[config.mk]
export PLATFORM = sky130hd
export DESIGN_NAME = phy_port_supervisor
export DESIGN_NICKNAME = d
export VERILOG_FILES = /design/src/rtl/phy_port_supervisor.sv
export SDC_FILE = /design/constraint.sdc
export NUM_CORES = 1
export LEC_CHECK = 0
export ABC_AREA = 0
export BUFFER_PORTS_ARGS = -buffer_cell sky130_fd_sc_hd__buf_2
export CORE_MARGIN = 2
export CORE_UTILIZATION = 34
export CTS_BUF_LIST = sky130_fd_sc_hd__clkbuf_8 sky130_fd_sc_hd__clkbuf_16
export DETAILED_ROUTE_END_ITERATION = 16
export PLACE_DENSITY = 0.46
export REMOVE_ABC_BUFFERS = 1
export SLEW_MARGIN = 20
export SYNTH_ARGS = -nofsm -noshare
export SYNTH_HDL_FRONTEND = slang
export SYNTH_SLANG_ARGS = --single-unit
[constraint.sdc]
create_clock -name clk -period 5.9 [get_ports clk]
set_input_delay 0.885 -clock clk [delete_from_list [all_inputs] [get_ports clk]]
set_output_delay 0.885 -clock clk [all_outputs]
set_load 0.03 [all_outputs]
[src/rtl/phy_port_supervisor.sv]
// Per-port Ethernet PHY supervisor: staggered power-on resets, soft re-reset, settle gating, link/activity LEDs.
// Define PHY_SUPERVISOR_ACT_BLINK_EN to blink the activity LEDs instead of lighting them solid.
module phy_port_supervisor #(
    parameter int NUM_PORTS          = 4,
    parameter int RESET_CYCLES       = 500000,
    parameter int STAGGER_CYCLES     = 125000,
    parameter int SETTLE_CYCLES      = 1000,
    parameter int ACT_STRETCH_CYCLES = 6250000,
    parameter int BLINK_HALF_CYCLES  = 3125000
) (
    input  logic                 clk,
    input  logic                 rst,
    input  logic [NUM_PORTS-1:0] phy_rst_req,
    input  logic [NUM_PORTS-1:0] link_up,
    input  logic [NUM_PORTS-1:0] activity,
    output logic [NUM_PORTS-1:0] phy_rst_n,
    output logic [NUM_PORTS-1:0] phy_ready,
    output logic [NUM_PORTS-1:0] led_link,
    output logic [NUM_PORTS-1:0] led_act
);

    localparam int HOLD_MAX = RESET_CYCLES + (NUM_PORTS - 1) * STAGGER_CYCLES;
    localparam int CNT_MAX  = (HOLD_MAX > SETTLE_CYCLES) ? HOLD_MAX : SETTLE_CYCLES;
    localparam int CNT_W    = $clog2(CNT_MAX + 1);
    localparam int ACT_W    = $clog2(ACT_STRETCH_CYCLES + 1);

    localparam logic [CNT_W-1:0] CNT_ONE     = CNT_W'(1);
    localparam logic [CNT_W-1:0] RESET_LOAD  = CNT_W'(RESET_CYCLES);
    localparam logic [CNT_W-1:0] SETTLE_LOAD = CNT_W'(SETTLE_CYCLES);
    localparam logic [ACT_W-1:0] ACT_ONE     = ACT_W'(1);
    localparam logic [ACT_W-1:0] ACT_LOAD    = ACT_W'(ACT_STRETCH_CYCLES);

    if (NUM_PORTS < 1 || NUM_PORTS > 16) begin : g_bad_num_ports
        $error("phy_port_supervisor: NUM_PORTS must be 1..16");
    end
    if (RESET_CYCLES < 1 || SETTLE_CYCLES < 1 || ACT_STRETCH_CYCLES < 1 || BLINK_HALF_CYCLES < 1) begin : g_bad_cycles
        $error("phy_port_supervisor: cycle parameters must be at least 1");
    end

    typedef enum logic [1:0] {
        HOLD,
        SETTLE,
        READY
    } port_state_t;

    logic blink_phase_next;

`ifdef PHY_SUPERVISOR_ACT_BLINK_EN
    localparam int BLINK_W = (BLINK_HALF_CYCLES > 1) ? $clog2(BLINK_HALF_CYCLES) : 1;
    localparam logic [BLINK_W-1:0] BLINK_LAST = BLINK_W'(BLINK_HALF_CYCLES - 1);
    localparam logic [BLINK_W-1:0] BLINK_ONE  = BLINK_W'(1);

    logic [BLINK_W-1:0] blink_cnt;
    logic               blink_phase;
    logic               blink_wrap;

    assign blink_wrap       = (blink_cnt == BLINK_LAST);
    assign blink_phase_next = blink_wrap ? ~blink_phase : blink_phase;

    // One phase shared by every port so all activity LEDs blink in unison.
    always_ff @(posedge clk or posedge rst) begin
        if (rst) begin
            blink_cnt   <= '0;
            blink_phase <= 1'b1;
        end else begin
            blink_cnt   <= blink_wrap ? '0 : blink_cnt + BLINK_ONE;
            blink_phase <= blink_phase_next;
        end
    end
`else
    assign blink_phase_next = 1'b1;
`endif

    for (genvar i = 0; i < NUM_PORTS; i++) begin : g_port
        localparam logic [CNT_W-1:0] POR_LOAD = CNT_W'(RESET_CYCLES + i * STAGGER_CYCLES);

        port_state_t      state;
        logic [CNT_W-1:0] cnt;
        logic [ACT_W-1:0] stretch;
        logic [ACT_W-1:0] stretch_next;
        logic             rst_n_q;
        logic             ready_q;
        logic             link_q;
        logic             act_q;

        // The LED is registered from the next stretch value so activity shows one edge later.
        always_comb begin
            stretch_next = stretch;
            if (phy_rst_req[i]) begin
                stretch_next = '0;
            end else if (state == READY && activity[i]) begin
                stretch_next = ACT_LOAD;
            end else if (stretch != '0) begin
                stretch_next = stretch - ACT_ONE;
            end
        end

        always_ff @(posedge clk or posedge rst) begin
            if (rst) begin
                state   <= HOLD;
                cnt     <= POR_LOAD;
                stretch <= '0;
                rst_n_q <= 1'b0;
                ready_q <= 1'b0;
                link_q  <= 1'b0;
                act_q   <= 1'b0;
            end else begin
                stretch <= stretch_next;
                link_q  <= link_up[i] & ready_q;
                act_q   <= (stretch_next != '0) & blink_phase_next;
                if (phy_rst_req[i]) begin
                    state   <= HOLD;
                    cnt     <= RESET_LOAD;
                    rst_n_q <= 1'b0;
                    ready_q <= 1'b0;
                end else begin
                    case (state)
                        HOLD: begin
                            if (cnt == CNT_ONE) begin
                                state   <= SETTLE;
                                cnt     <= SETTLE_LOAD;
                                rst_n_q <= 1'b1;
                            end else begin
                                cnt <= cnt - CNT_ONE;
                            end
                        end
                        SETTLE: begin
                            if (cnt == CNT_ONE) begin
                                state   <= READY;
                                ready_q <= 1'b1;
                            end else begin
                                cnt <= cnt - CNT_ONE;
                            end
                        end
                        READY: begin
                            state <= READY;
                        end
                        default: begin
                            state   <= HOLD;
                            cnt     <= RESET_LOAD;
                            rst_n_q <= 1'b0;
                            ready_q <= 1'b0;
                        end
                    endcase
                end
            end
        end

        assign phy_rst_n[i] = rst_n_q;
        assign phy_ready[i] = ready_q;
        assign led_link[i]  = link_q;
        assign led_act[i]   = act_q;
    end

endmodule

==> results of run 1 <==
metal layers:
metal	GRT usage, %	up-vias	share of wire [%]
met4	3.55	0	0.64
met3	2.70	8	2.6
met5	0	-	0
met2	25.7	121	46
li1	-	4810	-
met1	22.9	4648	51
per-stage QoR:
step	TNS (ns)	area [um2]	instances	power, uW
after floorplan	-42.03	11200	1248	4360
after global placement	0	12000	1732	5110
after detailed placement	0	12000	1732	5080
after CTS	0	12600	1764	6390
after global routing	0	12600	1764	6880
final	0	12600	1764	6350
flip-flops by register name, indices dropped and copies added (netlist names):
name,cells
g_port.stretch,92
g_port.cnt,80
g_port.state,8
g_port.act_q,4
g_port.link_q,4
g_port.ready_q,4
g_port.rst_n_q,4
cells in the mapped netlist (8+ instances only):
library cell | instances | share of area, %
nor4b_1 | 10 | 0.76
xnor2_1 | 35 | 2.7
o31ai_1 | 21 | 1.4
a31oi_1 | 24 | 1.3
ha_1 | 28 | 3.0
buf_4 | 16 | 1.0
o22a_1 | 13 | 0.98
nand2_1 | 70 | 2.3
nor3_1 | 76 | 3.3
o21ai_1 | 33 | 1.4
nor2_1 | 170 | 5.5
clkbuf_1 | 46 | 1.5
o41ai_1 | 8 | 0.61
nor3b_1 | 9 | 0.58
a211oi_1 | 15 | 0.97
a21oi_1 | 123 | 5.3
nand4_1 | 15 | 0.81
nand2b_1 | 20 | 1.1
inv_1 | 51 | 1.7
dfrtp_1 | 159 | 34
o21ai_0 | 49 | 2.1
nor4_1 | 43 | 2.3
dfstp_2 | 37 | 8.4
and2_1 | 13 | 0.70
or4_1 | 25 | 1.6
buf_2 | 8 | 0.35
or3_1 | 27 | 1.5
xor2_1 | 23 | 1.7
nand3_1 | 24 | 1.0
worst max-delay path: stages (launching register included):
cell,delay (ns)
dfrtp_1,0.43
inv_1,0.11
ha_1,0.28
or3b_2,0.49
or4_4,0.48
nor4_1,0.37
xor2_1,0.14
nor4b_1,0.36
a41oi_1,0.16
or4_1,0.49
area by class of cell:
type | count | area share [%]
inverter | 51 | 1.58
sequential | 196 | 39.3
timing repair buffer | 36 | 1.57
clock inverter | 15 | 1.56
tap | 448 | 4.45
clock buffer | 17 | 3.38
multi-input combinational | 1001 | 48.1
how the worst min path moves through the flow:
stage / start / end / depth (start not counted)
after floorplan: g_port[0].cnt[7] / g_port[0].cnt[7] / 2
after global placement: g_port[0].cnt[7] / g_port[0].cnt[7] / 2
after detailed placement: g_port[0].cnt[7] / g_port[0].cnt[7] / 2
after CTS: g_port[0].cnt[7] / g_port[0].cnt[7] / 2
after global routing: g_port[1].cnt[16] / g_port[1].cnt[16] / 2
final: g_port[0].cnt[7] / g_port[0].cnt[7] / 2
power by group through the flow:
| stage | clock, uW | sequential [uW] | combinational (uW) |
|---|---|---|---|
| finish | 1270 | 2060 | 3020 |
| global route | 1360 | 2120 | 3400 |
| CTS | 1310 | 2060 | 3020 |
| detailed placement | 0 | 2070 | 3010 |
| global placement | 0 | 2080 | 3030 |
| floorplan | 0 | 1990 | 2360 |
cell families (layout without fill, tap and decap cells):
| group | count (synthesis) | count (layout) |
|---|---|---|
| compound gates | 352 | 352 |
| simple gates | 557 | 557 |
| fa+ha+maj | 28 | 28 |
| buf+inv | 124 | 119 |
| mux | 6 | 6 |
| xor+xnor | 58 | 58 |
| flops | 196 | 196 |
==> metrics.txt, run 1 <==
status finished, final reports clean; post-DR wirelength/cell about 16 um; #FFs+latches synth 196; cells after synthesis approximately 1300; power share of the sequential group about a third; vias 9587; Final Max Tran Viols 0; diode count 0; area delta synth->final 8.89%; initial antenna violation count 0; most frequent cells in the layout nor2_1 (170), dfrtp_1 (159), a21oi_1 (123); crit path capture g_port[1].act_q; IO Port Bufs 29; Iteration-0 DRC Markers between 500 and 600; CTS Hold Bufs 0; Reg clk slew, reported paths roughly 0.08 ns; worst-skew pair later-pin latency 0.44 ns; Net Sw Frac between 40% and 50%; yosys warns 0; Setup WS pre-CTS ~2.5 ns; CTS Root Cell clkbuf_16; Setup-failing EPs final 0; number of global-route vias before repair just over 9000; Post-synth EDFFs 0; Max IR drop VDD around 220 uV; Core Region approximately 0.034 mm2; total gr overflow 0; Tcrit/Tclk final between 50% and 60%; Die Y between 150 and 200 um; multiplexer share of the synthesized area 0.530%; all-layer global routing usage between 10% and 20%; worst r2r dst g_port[1].act_q; XOR/XNOR Fraction of Synth Area under 10%; post-synthesis simple-gate area fraction roughly a quarter; Core Util, Final 37.6%; layout cells sized above 1 about 10%; H-tree depth 4; fmax slightly below 300 MHz; I/O pin count 30; Die Width around 190 um; Pleak between 0.005 and 0.006 uW; Hold Vio Cnt, Final 0; TritonCTS clock tree yes; Int Power about 3600 uW; gp weighted congestion roughly 0.81; CP Capture Type flop; RSZ-0062 raised after global routing no; Crit Path Category flop to flop; Core Rows 67; CP required 6.21 ns; Inserted Clock Buffers 17; worst-margin pin slew between 0.8 and 0.9 ns; WL final about 28000 um; Initial Util 34.5%; Post-Syn Area 0.0116 mm2; Multi-input gate area just over 0.006 mm2; synth unique cells 81; largest family of logic cells by synthesized area simple AND/OR/NAND/NOR gates; min Tclk post-route between 3 and 4 ns; total die area approximately 0.036 mm2; crit path from g_port[1].stretch[0]; async set-or-reset flop fraction in the synthesized netlist between 90% and 100%; Main synth FF type dfrtp_1; commonest non-fill, non-tap cell in the layout nor2_1; via density per instance between 5 and 6; worst hold slack 0.484 ns; post-synthesis sequential area ratio a little over two fifths; setup bufs post-CTS 0; final setup skew 0.0105 ns; drc violations 0; Clk pwr share about a fifth; mean area per synthesized cell 8.75 um2; Max FO, Critical Path 7; sw power ~2800 uW; Final WS setup 2.44 ns; R2R Setup Slk between 2 and 2.5 ns; Cell Pwr Density between 500 and 600 mW/mm2; NumNets Final around 1300; FF-to-FF Start g_port[1].stretch[0]; sequential cell area a little under 0.005 mm2; Gate power share a little under half; CTS sink count between 150 and 200; worst-case reg-to-reg path depth 9; Max transition margin 41.8%; post_cts resized 0; compound-cell area share of the yosys netlist between 10% and 20%; antenna-violating nets left 0; Hold Crit Class flop to flop; clock tree buffer depth 2; Fillers 3456; MaxCap Viol Count 0; global-route wire length before repair approximately 48000 um; largest net degree at the start of global routing between 100 and 150; hpwl dp between 15000 and 20000 um; worst endpoint data arrival time between 3 and 4 ns; Pre-Repair DR Iteration Count 4; adder-cell area share of the yosys netlist under 10%; CP Launch Type flop
No activity file was read; power rests on OpenSTA's default activity.
==> run 2, diff against run 1 <==
- ABC_AREA: 0 -> 1
- clock period: 5.9 -> 2.9 ns (I/O delays scaled with it)
==> metrics.txt, run 2 <==
total die area 0.0405 mm2 (+14%); setup bufs post-CTS 0 (unchanged); diode count 0 (unchanged); TritonCTS clock tree yes; all-layer global routing usage 16.9% (+0.81 points); worst-case reg-to-reg path depth 11 (+2); via density per instance 4.73 (-13%); CP Capture Type flop; Post-synth EDFFs 0 (unchanged); Hold Vio Cnt, Final 0 (unchanged); status finished, final reports clean; post-synthesis sequential area ratio 37.4% (-5.4 points); Int Power 7620 uW (+110%); Net Sw Frac 50.2% (+6.6 points); Post-synth top cells nand2_1 (421), inv_1 (304), nor2_1 (275); Pleak 0.00782 uW (+54%); total gr overflow 0 (unchanged); #FFs+latches synth 196 (unchanged); Biggest register g_port.stretch; MaxCap Viol Count 0 (unchanged); I/O pin count 30 (unchanged); async set-or-reset flop fraction in the synthesized netlist 100% (unchanged); Initial Util 34.3% (-0.17 points); synth unique cells 43 (-47%); antenna-violating nets left 0 (unchanged); clock tree buffer depth 2 (unchanged); Core Util, Final 37.5% (-0.088 points); worst-skew pair later-pin latency 0.45 ns (about the same); Synth area leaders dfrtp_1 (30%), nand2_1 (12%), inv_1 (8.6%); Final Max Tran Viols 0 (unchanged); Regs by FF count g_port.stretch: 92 flops, g_port.cnt: 80 flops, g_port.state: 8 flops; Main synth FF type dfrtp_1; commonest non-fill, non-tap cell in the layout nand2_1; Yosys top cell area share 30.1% (-4.3 points); Synth area leader dfrtp_1; drc violations 0 (unchanged); area delta synth->final 9.19%; initial antenna violation count 0 (unchanged); gp weighted congestion 0.849 (+5.2%); Crit Path Category flop to flop; vias 11579 (+21%); yosys warns 0 (unchanged); CTS Root Cell clkbuf_16; CP Launch Type flop; largest net degree at the start of global routing 84 (-23%); mean area per synthesized cell 6.97 um2 (-20%); CP required 3.23 ns (-2.98 ns); Die Width 201 um (+6.8%); Inserted Clock Buffers 17 (unchanged); Die Y 201 um (+6.8%); cells after synthesis 1899 (+44%); CTS sink count 196 (unchanged); Clk pwr share 16.2% (-3.7 points); Post-Syn Area 0.0132 mm2 (+14%); number of global-route vias before repair 11385 (+23%); Reg clk slew, reported paths 0.08 ns (about the same); global-route wire length before repair 56500 um (+19%); Cell Pwr Density 1060 mW/mm2 (+110%); fmax 451 MHz (+56%); Max transition margin 50.5% (+8.7 points); IO Port Bufs 29 (unchanged); Setup-failing EPs final 0 (unchanged); min Tclk post-route 2.22 ns (-1.24 ns); Max IR drop VDD 414 uV (+92%); R2R Setup Slk 0.68 ns (-1.76 ns); TNS Setup 0 ns (unchanged); RSZ-0062 raised after global routing no; Core Rows 72 (+7.5%); CTS Hold Bufs 0 (unchanged); max reg flops 92 (unchanged); sw power 7690 uW (+180%); Fillers 4220 (+22%); Max FO, Critical Path 7 (unchanged); Iteration-0 DRC Markers 573 (-3.9%); post-DR wirelength/cell 13.4 um (-14%); hpwl dp 24800 um (+31%); most frequent cells in the layout nand2_1 (421), inv_1 (303), nor2_1 (275); Pre-Repair DR Iteration Count 5 (+1); power share of the sequential group 27.6% (-4.9 points); worst endpoint data arrival time 2.55 ns (-1.22 ns); post_cts resized 0 (unchanged); Hold Crit Class input pin to asynchronous set/reset pin; Tcrit/Tclk final 76.4% (+18 points); Core Region 0.0386 mm2 (+15%); H-tree depth 4 (unchanged); WL final 32900 um (+19%); most common cell in the netlist nand2_1; worst-margin pin slew 0.743 ns (-0.119 ns); NumNets Final 1960 (+46%); layout cells sized above 1 11.4% (+1.4 points); final setup skew 0.00992 ns (-0.000535 ns); Gate power share 56.2% (+8.6 points)
-- run 2: path summary, 6_finish.rpt --
path,startpoint,to
max,g_port[2].stretch[0],g_port[2].act_q
max reg2reg,g_port[2].stretch[0],g_port[2].act_q
min in group clk,link_up[3],g_port[3].link_q
max in group asynchronous,rst,g_port[0].cnt[13]
min reg2reg,g_port[3].cnt[3],g_port[3].cnt[3]
min,rst,g_port[1].stretch[19]
-- run 2: cells by family after synthesis --
group	count (synthesis)	share of synthesized area, %
buffers and inverters	363	11.5
and+or+nand+nor	1048	36.0
DFF	196	37.4
AOI/OAI and AO/OA	201	8.25
adders and majority gates	28	2.65
xor gates and xnor gates	63	4.17
-- run 2: layout make-up --
type                    count  area, um2  share of cell area, %
clock inverters            15        184                   1.27
flip-flops and latches    196       4950                   34.3
inverters                 318       1200                   8.32
multi-input cells        1340       6760                   46.8
repair buffers             45        278                   1.92
well taps                 518        648                   4.49
clock buffers              17        425                   2.94
-- run 2: layer usage --
metal	vias up	global-route usage (%)	routed length [um]
met5	-	0	0
met4	0	4.65	478
met3	28	2.82	850
met2	127	28.1	15200
met1	5398	22.7	16400
li1	6026	-	-
-- run 2: per-stage QoR --
step	instances	setup slack (ns)	cell area, um2	hold WS, ns	total power [uW]
2_1_floorplan	1854	-2.81	12900	0.459	10900
3_3_place_gp	2417	0.694	13800	0.479	12900
3_5_place_dp	2417	0.683	13800	0.483	12900
4_1_cts	2449	0.674	14400	0.0863	15500
5_1_grt	2449	0.401	14400	0.108	17000
6_report	2449	0.684	14400	0.0419	15300
-- run 2: worst max-delay path, stage by stage (launching register included) --
cell     delay (ns)
dfrtp_1        0.40
inv_2          0.09
ha_1           0.30
nand2_1        0.15
nor2_1         0.31
nand2_1        0.11
a21oi_1        0.18
nand2_1        0.08
o21ai_1        0.13
nand2_1        0.07
nor2_1         0.20
nand2_1        0.08
-- run 2: power groups by stage --
stage               Combinational [uW]  Clock (uW)  Sequential (uW)
finish                            8610        2480             4220
global placement                  8600           0             4280
global route                      9950        2710             4350
CTS                               8640        2590             4230
detailed placement                8600           0             4260
floorplan                         6800           0             4100
==> run 3, diff against run 2 <==
- PLACE_DENSITY: 0.46 -> 0.45
- clock period: 2.9 -> 2.23 ns (I/O delays scaled with it)
==> metrics.txt, run 3 (synthesis results as in run 2) <==
vias 11677 (+0.85%); largest net degree at the start of global routing 67 (-20%); antenna-violating nets left 0 (unchanged); Die Width 201 um (unchanged); worst path cell trace inv_1 -> ha_1 -> nand2_1 -> nor2_4 -> nand3_2 -> buf_4 -> nand4_1 -> nand2_1 -> o21ai_1 -> nand2_1 -> nor2_1 -> nand2_1; NumNets Final 1999 (+2.0%); slowest stage delay, CP 0.38 ns (-0.02 ns); TritonCTS clock tree yes; Core Rows 72 (unchanged); status finished, final reports clean; final setup skew 0.0108 ns (+0.000930 ns); Pre-Repair DR Iteration Count 5 (unchanged); Setup-failing EPs final 0 (unchanged); Core Region 0.0386 mm2 (unchanged); Core Util, Final 38.6% (+1.1 points); Cell Pwr Density 1390 mW/mm2 (+31%); Iteration-0 DRC Markers 670 (+17%); Inserted Clock Buffers 17 (unchanged); max reg flops 92 (unchanged); most frequent cells in the layout nand2_1 (418), inv_1 (305), nor2_1 (273); CP required 2.56 ns (-0.67 ns); FF-to-FF Start g_port[0].stretch[0]; Multi-input gate area 0.00685 mm2 (+1.4%); Endpoint, Worst Hold g_port[0].link_q; worst r2r dst g_port[0].act_q; worst-margin pin slew 0.755 ns (+0.0123 ns); Die Y 201 um (unchanged); IO Port Bufs 29 (unchanged); post-DR wirelength/cell 13.5 um (+0.36%); Biggest register g_port.stretch; area delta synth->final 12.5%; RSZ-0062 raised after global routing yes; via density per instance 4.69 (-0.73%); H-tree depth 4 (unchanged); hpwl dp 25100 um (+0.92%); initial antenna violation count 0 (unchanged); Hold Vio Cnt, Final 0 (unchanged); Max IR drop VDD 654 uV (+58%); Fillers 4176 (-1.0%); total gr overflow 0 (unchanged); drc violations 0 (unchanged); Initial Util 34.3% (unchanged); min Tclk post-route 2.01 ns (-0.206 ns); worst endpoint data arrival time 2.34 ns (-0.21 ns); worst-case reg-to-reg path depth 12 (+1); hold path depth 3; CP Capture Type flop; fmax 498 MHz (+10%); total die area 0.0405 mm2 (unchanged); area post-placement 0.0141 mm2 (+1.9%); CTS sink count 196 (unchanged); R2R Setup Slk 0.22 ns (-0.46 ns); CP Launch Type flop; MaxCap Viol Count 0 (unchanged); Hold Crit Class input pin to flop; Final Max Tran Viols 0 (unchanged); gp weighted congestion 0.850 (about the same); Critical Path Most Common Cell nand2_1; worst-skew pair later-pin latency 0.45 ns (about the same); Max transition margin 49.5% (-1.0 points); I/O pin count 30 (unchanged); commonest non-fill, non-tap cell in the layout nand2_1; number of global-route vias before repair 11607 (+1.9%); clock tree buffer depth 2 (unchanged); all-layer global routing usage 17.1% (+0.16 points); hold_sp link_up[0]; WL final 33500 um (+2.0%); Max FO, Critical Path 6 (-1); Regs by FF count g_port.stretch: 92 flops, g_port.cnt: 80 flops, g_port.state: 8 flops; Tcrit/Tclk final 90.1% (+14 points); layout cells sized above 1 13.6% (+2.2 points); global-route wire length before repair 57400 um (+1.6%); post-route cell area 0.0149 mm2 (+3.0%); Crit Path Category flop to flop; CTS Root Cell clkbuf_16; diode count 0 (unchanged); sequential cell area 0.00495 mm2 (unchanged); Pleak 0.00801 uW (+2.5%); Worst path slowest cell dfrtp_1; Reg clk slew, reported paths 0.07 ns (about the same)
run 3: what timing repair did:
item                                   in CTS  in global routing
setup buffers                               0                  3
endpoints found under the hold margin      27                  0
resized for setup                           0                 23
setup endpoints to repair                   0                 14
hold buffers                                1                  0
run 3: worst max-delay path by stage:
| stage | startpoint | end | slack [ns] |
|---|---|---|---|
| 2_1_floorplan | rst | g_port[0].act_q | -3.38 |
| 3_3_place_gp | g_port[3].stretch[0] | g_port[3].act_q | 0.002 |
| 3_5_place_dp | g_port[3].stretch[0] | g_port[3].act_q | 0.03 |
| 4_1_cts | g_port[3].stretch[0] | g_port[3].act_q | 0.01 |
| 5_1_grt | g_port[3].stretch[0] | g_port[3].act_q | -0.007 |
| 6_report | g_port[0].stretch[0] | g_port[0].act_q | 0.22 |
run 3: layout make-up:
cell class / instances / area share [%]
clock inverter: 14 / 1.08
inverter: 318 / 8.15
multi-input combinational: 1341 / 46.1
sequential: 196 / 33.3
timing repair inverter: 2 / 0.101
clock buffer: 18 / 3.03
timing repair buffer: 81 / 3.95
tap: 518 / 4.36
run 3: routing by layer:
metal | vias up | part of all wire [%] | global-route usage, %
met1 | 5388 | 50 | 23.2
met4 | 0 | 0.88 | 3.60
li1 | 6100 | - | -
met3 | 19 | 3.1 | 3.03
met2 | 170 | 46 | 28.4
met5 | - | 0 | 0
run 3: per-stage QoR:
step | hold slack [ns] | setup WS [ns] | std cells | setup TNS [ns] | total power [uW]
3_3_place_gp | 0.334 | 0.00171 | 2449 | 0 | 17000
3_5_place_dp | 0.335 | 0.0289 | 2449 | 0 | 17000
4_1_cts | 0.0360 | 0.0145 | 2482 | 0 | 20400
2_1_floorplan | 0.398 | -3.38 | 1854 | -608.64 | 14200
5_1_grt | 0.0322 | -0.00743 | 2488 | -0.00743 | 22900
6_report | 0.0688 | 0.220 | 2488 | 0 | 20700
run 3: power breakdown:
part           switching, uW  internal (uW)
Sequential               948           4540
Combinational           7740           4150
Clock                   1450           1830
run 3: worst max-delay path, delay by kind of cell, from the launching register on:
family                     cells  cell delay [ns]
AOI/OAI and AO/OA              1             0.12
adders and majority gates      1             0.19
buffers and inverters          2             0.32
DFF                            1             0.38
and+or+nand+nor                8             0.87
